==> config.mk <==
export PLATFORM = sky130hd
export DESIGN_NAME = pipe_skid_stage
export DESIGN_NICKNAME = d
export VERILOG_FILES = /design/src/rtl/pipe_skid_stage.sv
export SDC_FILE = /design/constraint.sdc
export NUM_CORES = 1
export LEC_CHECK = 0
export CORE_MARGIN = 4
export CORE_UTILIZATION = 40
export CTS_CLUSTER_SIZE = 25
export DETAILED_ROUTE_END_ITERATION = 16
export PLACE_DENSITY = 0.67
export SLEW_MARGIN = 20
export SYNTH_ARGS = -nofsm -noshare
export SYNTH_HDL_FRONTEND = slang
export SYNTH_SLANG_ARGS = --single-unit
==> constraint.sdc <==
create_clock -name clk -period 6.74 [get_ports clk]
set_clock_uncertainty 0.05 [all_clocks]
set_input_delay 1.348 -clock clk [delete_from_list [all_inputs] [get_ports clk]]
set_output_delay 1.348 -clock clk [all_outputs]
set_load 0.02 [all_outputs]
==> src/rtl/pipe_skid_stage.sv <==
// pipe_skid_stage
//   Inter-stage pipeline register with a valid/ready handshake. When PASSTHRU=0
//   it is a two-entry skid stage: a main register that drives the output and a
//   skid register that catches the beat accepted while the downstream stalls.
//   Because of the skid register, in_ready depends only on registered state and
//   the stage still sustains one beat per cycle. When PASSTHRU=1 the stage is
//   plain wires and the only register is the stall counter.
//
// Ports
//   clk           rising-edge clock
//   rst           asynchronous reset, active-low
//   flush         synchronous squash of every held entry
//   in_valid      upstream offers in_data
//   in_ready      stage can accept this cycle (registered when PASSTHRU=0)
//   in_data       upstream payload, WIDTH bits
//   out_valid     out_data holds a live entry
//   out_ready     downstream consumes this cycle
//   out_data      head-entry payload
//   occupancy     entries held: 0, 1 or 2
//   stall_cycles  consecutive cycles with out_valid & !out_ready, saturating
module pipe_skid_stage #(
    parameter int unsigned WIDTH    = 96,
    parameter int unsigned PASSTHRU = 0,
    parameter int unsigned CNT_W    = 8
) (
    input  logic             clk,
    input  logic             rst,
    input  logic             flush,
    input  logic             in_valid,
    output logic             in_ready,
    input  logic [WIDTH-1:0] in_data,
    output logic             out_valid,
    input  logic             out_ready,
    output logic [WIDTH-1:0] out_data,
    output logic [1:0]       occupancy,
    output logic [CNT_W-1:0] stall_cycles
);

    localparam logic [CNT_W-1:0] CNT_ONE = CNT_W'(1);

    typedef enum logic [1:0] {
        EMPTY = 2'd0,
        BUSY  = 2'd1,
        FULL  = 2'd2
    } state_t;

    logic in_xfer;
    logic out_xfer;
    logic stall_clr;

    always_comb begin
        in_xfer   = in_valid & in_ready;
        out_xfer  = out_valid & out_ready;
        stall_clr = flush | ~out_valid | out_ready;
    end

    // Stall counter: common to both build modes.
    always_ff @(posedge clk or negedge rst) begin
        if (!rst) begin
            stall_cycles <= '0;
        end else if (stall_clr) begin
            stall_cycles <= '0;
        end else if (stall_cycles != '1) begin
            stall_cycles <= stall_cycles + CNT_ONE;
        end
    end

    generate
        if (PASSTHRU != 0) begin : g_passthru
            always_comb begin
                out_valid = in_valid & ~flush;
                in_ready  = out_ready;
                out_data  = in_data;
                occupancy = '0;
            end
        end else begin : g_skid
            state_t           state_q;
            state_t           state_d;
            logic [WIDTH-1:0] main_q;
            logic [WIDTH-1:0] skid_q;

            // State register
            always_ff @(posedge clk or negedge rst) begin
                if (!rst) begin
                    state_q <= EMPTY;
                end else begin
                    state_q <= state_d;
                end
            end

            // Next-state logic; flush overrides every transition
            always_comb begin
                state_d = state_q;
                unique case (state_q)
                    EMPTY: if (in_xfer) state_d = BUSY;
                    BUSY: begin
                        if (in_xfer && !out_xfer)      state_d = FULL;
                        else if (!in_xfer && out_xfer) state_d = EMPTY;
                    end
                    FULL:    if (out_xfer) state_d = BUSY;
                    default: state_d = EMPTY;
                endcase
                if (flush) state_d = EMPTY;
            end

            // Payload registers; left untouched on flush since they are
            // don't-care once the state returns to EMPTY.
            always_ff @(posedge clk or negedge rst) begin
                if (!rst) begin
                    main_q <= '0;
                    skid_q <= '0;
                end else if (!flush) begin
                    unique case (state_q)
                        EMPTY: if (in_xfer) main_q <= in_data;
                        BUSY: begin
                            if (in_xfer && out_xfer) main_q <= in_data;
                            else if (in_xfer)        skid_q <= in_data;
                        end
                        FULL:    if (out_xfer) main_q <= skid_q;
                        default: ;
                    endcase
                end
            end

            // Outputs decoded from registered state only, so no path from
            // out_ready reaches in_ready.
            always_comb begin
                out_data = main_q;
                unique case (state_q)
                    BUSY: begin
                        in_ready  = 1'b1;
                        out_valid = 1'b1;
                        occupancy = 2'd1;
                    end
                    FULL: begin
                        in_ready  = 1'b0;
                        out_valid = 1'b1;
                        occupancy = 2'd2;
                    end
                    default: begin
                        in_ready  = 1'b1;
                        out_valid = 1'b0;
                        occupancy = 2'd0;
                    end
                endcase
            end
        end
    endgenerate

endmodule

==> results by group <==
Outcome
  – Status: finished clean

Die
  – Initial core utilization: 0.410
  – Die area: 0.0251 sq mm
  – Core area: 0.0220 sq mm
  – Die X: 158 um
  – Die H: roughly 160 um
  – Standard-cell row count: 54
  – I/O pin count: between 200 and 250

Yosys
  – Seq/Total Area, Yosys: 0.559
  – Ranking of synthesized cells by area: dfrtp_1, mux2i_1, mux2_1
  – Synth Net Count: 817
  – Area share of the largest cell type after synthesis: 0.559
  – Count of state elements after synthesis: 202
  – Most frequent cell after synthesis: dfrtp_1
  – Synth cell types: 35
  – Async SR Flop Fraction: 1.00
  – Mean Syn Cell Area: 12.7 sq um
  – Synth warn: 0
  – Synth Flop Type: dfrtp_1
  – Synth area leader: dfrtp_1
  – Post-Syn Instances: around 700
  – Post-synth top cells: dfrtp_1, a21oi_1, a31oi_1, mux2i_1, mux2_1
  – Cell area after synthesis: 0.00904 sq mm
  – EDFF count, synth: 0

Global routing
  – Pin count of the biggest net entering global routing: 193
  – Vias in the first global route: 6245
  – Global-route wire length before repair: about 34 mm
  – GRT Resource Usage Total: 0.168
  – Initial antenna violation count: 1
  – Total congestion overflow: 0

Timing
  – Max Freq: roughly 280 MHz
  – Worst-Margin Slew: between 1000 and 1500 ps
  – Crit path time final: 3570 ps
  – Tcrit/Tclk final: 0.530
  – Slew Viols, Final: 0
  – Setup WS post-layout: 3170 ps
  – Final hold violations: 0
  – RSZ-0062 raised after global routing: false
  – Setup TNS: 0 ps
  – Min Hold Slack: approximately 440 ps
  – Slew HR: 0.271
  – Setup violations, final: 0

Clocking
  – Clock Sinks: between 200 and 250
  – Postcts setup bufs: 0
  – H-tree levels: 1
  – Clock slew at reported path FFs: approximately 60 ps
  – Total CTS buffers: 23
  – Post-cts resize count: 0
  – CTS tree: done
  – Hold_buf cts: 0
  – Worst skew pair latency: approximately 500 ps
  – CTS root buf: clkbuf_16
  – Clock Tree Buf Depth: 3

Place
  – DP Area: around 0.011 sq mm
  – Post-DP HPWL: 13.5 mm
  – GP Congestion: between 0.7 and 0.8
  – Dpl cells: 1142
  – Port buffer count: 208
  – Place WS: 2710 ps

Final layout
  – Fin cells: 1180
  – Area of the multi-input gates: roughly 0.0037 sq mm
  – Layout cells sized above 1: 0.0978
  – Design area: between 0.01 and 0.015 sq mm
  – Filler Cells Inserted: 1922
  – FF/Latch Area: 0.00505 sq mm
  – N_diodes: 0
  – Synthesis-to-layout area growth: 32.4%
  – Nets: 994

Drt
  – Initial detailed-routing violation count: 328
  – DRT Pass-1 Iters: 5
  – Wire per inst: 18.4 um
  – DR vias: 6267
  – DRC violations left: 0
  – Vias per std cell: approximately 5.3
  – Number of routed nets with antenna violations: 0
  – Routed wire length: between 20 and 25 mm

Pwr
  – Int Power: 3550 uW
  – Combinational share of power: 0.407
  – Peak VDD IR: 0.315 mV
  – Pwr dens: between 400 and 500 mW/mm^2
  – Clock share of power: 0.206
  – Net Sw Frac: 0.354
  – P_sw: 1940 uW
  – Sequential Power Share: 0.387
  – LEAKAGE: a little under 0.005 uW

Worst setup path
  – Req. time, crit path: 7110 ps
  – Critical Path End Type: register
  – Cell depth of the worst flop-to-flop path: 8
  – R2r endpoint: out_data[37]$_DFFE_PN0P_
  – WP data arrival: 3940 ps
  – Startpoint Class: primary input
  – Crit Path Class: in -> reg
  – FF-to-FF setup slack: around 3700 ps
  – Critical path fanouts, max: slightly above 60
  – Reg-to-reg startpoint: g_skid.state_q[0]$_DFFE_PN0P_

Hold path
  – Min-Delay Path Class: reg -> reg
  – Worst Hold Path Cells: 1
  – Hold Path Sink: g_skid.skid_q[52]$_DFFE_PN0P_
  – Min-Delay Startpoint: g_skid.skid_q[52]$_DFFE_PN0P_

Run
  – Max-Cap Viols: 0
cell families (layout without fill, tap and decap cells):
family,count (synthesis),count (layout),synth area share
AND/OR/NAND/NOR,30,30,0.0172
buffers and inverters,70,260,0.0372
adder cells (fa/ha/maj),6,6,0.00830
XOR/XNOR,3,3,0.00291
flip-flops,202,202,0.559
multiplexers,195,195,0.246
AO/OA/AOI/OAI,204,204,0.129
how the worst max path moves through the flow:
stage | slack, ps | depth (start not counted) | start | end
3_5_place_dp | 2710 | 7 | in_valid | out_data[29]$_DFFE_PN0P_
5_1_grt | 2990 | 7 | in_valid | out_data[38]$_DFFE_PN0P_
6_report | 3170 | 7 | in_valid | out_data[37]$_DFFE_PN0P_
2_1_floorplan | 3940 | 7 | out_ready | g_skid.skid_q[55]$_DFFE_PN0P_
4_1_cts | 3240 | 7 | in_valid | out_data[29]$_DFFE_PN0P_
3_3_place_gp | 2750 | 6 | out_ready | g_skid.skid_q[35]$_DFFE_PN0P_
through the flow:
stage	total power, uW	utilization
floorplan	3440	-
global placement	4340	0.513
detailed placement	4390	0.513
CTS	5560	0.543
global route	5840	0.544
finish	5500	0.544
worst max-delay path, cell delays in order:
cell	delay, ps
clkdlybuf4s50_1	490
nand2b_2	120
a2111oi_4	380
buf_4	560
buf_4	620
a21oi_1	160
a31oi_1	190
layout make-up:
class / instances / area share
clock buffers: 32 / 0.0534
clock inverters: 6 / 0.00303
inverters: 5 / 0.00157
multi-input cells: 438 / 0.308
flip-flops and latches: 202 / 0.422
well taps: 280 / 0.0293
repair buffers: 217 / 0.182
power by group through the flow:
stage / Combinational, uW / Clock [uW] / Sequential, uW
4_1_cts: 2260 / 1170 / 2130
5_1_grt: 2420 / 1230 / 2190
3_3_place_gp: 2220 / 0 / 2120
2_1_floorplan: 1040 / 0 / 2400
6_report: 2240 / 1130 / 2120
3_5_place_dp: 2260 / 0 / 2130
layer usage:
layer  wire, um  global-route usage
met5         20                   0
met4        261              0.0329
met2       9450               0.247
met1      10400               0.254
met3       1580              0.0446
layout by cell type, fill, tap and decap left out, drive strengths merged, types with 2 or more instances in the layout:
master / instances
clkdlybuf4s50: 207
dfrtp: 202
mux2i: 98
a21oi: 98
a31oi: 98
mux2: 97
clkbuf: 33
buf: 9
nor2: 7
inv: 6
ha: 6
nand2: 5
nor3: 5
clkinv: 4
a211oi: 3
nand3: 3
nand2b: 3
xnor2: 2
sequential cells by signal (all words and copies together), names as in the netlist:
| signal | count |
|---|---|
| g_skid.skid_q | 96 |
| g_skid.state_q | 2 |
| out_data | 96 |
| stall_cycles | 8 |
Power figures use the tool's default switching activity.
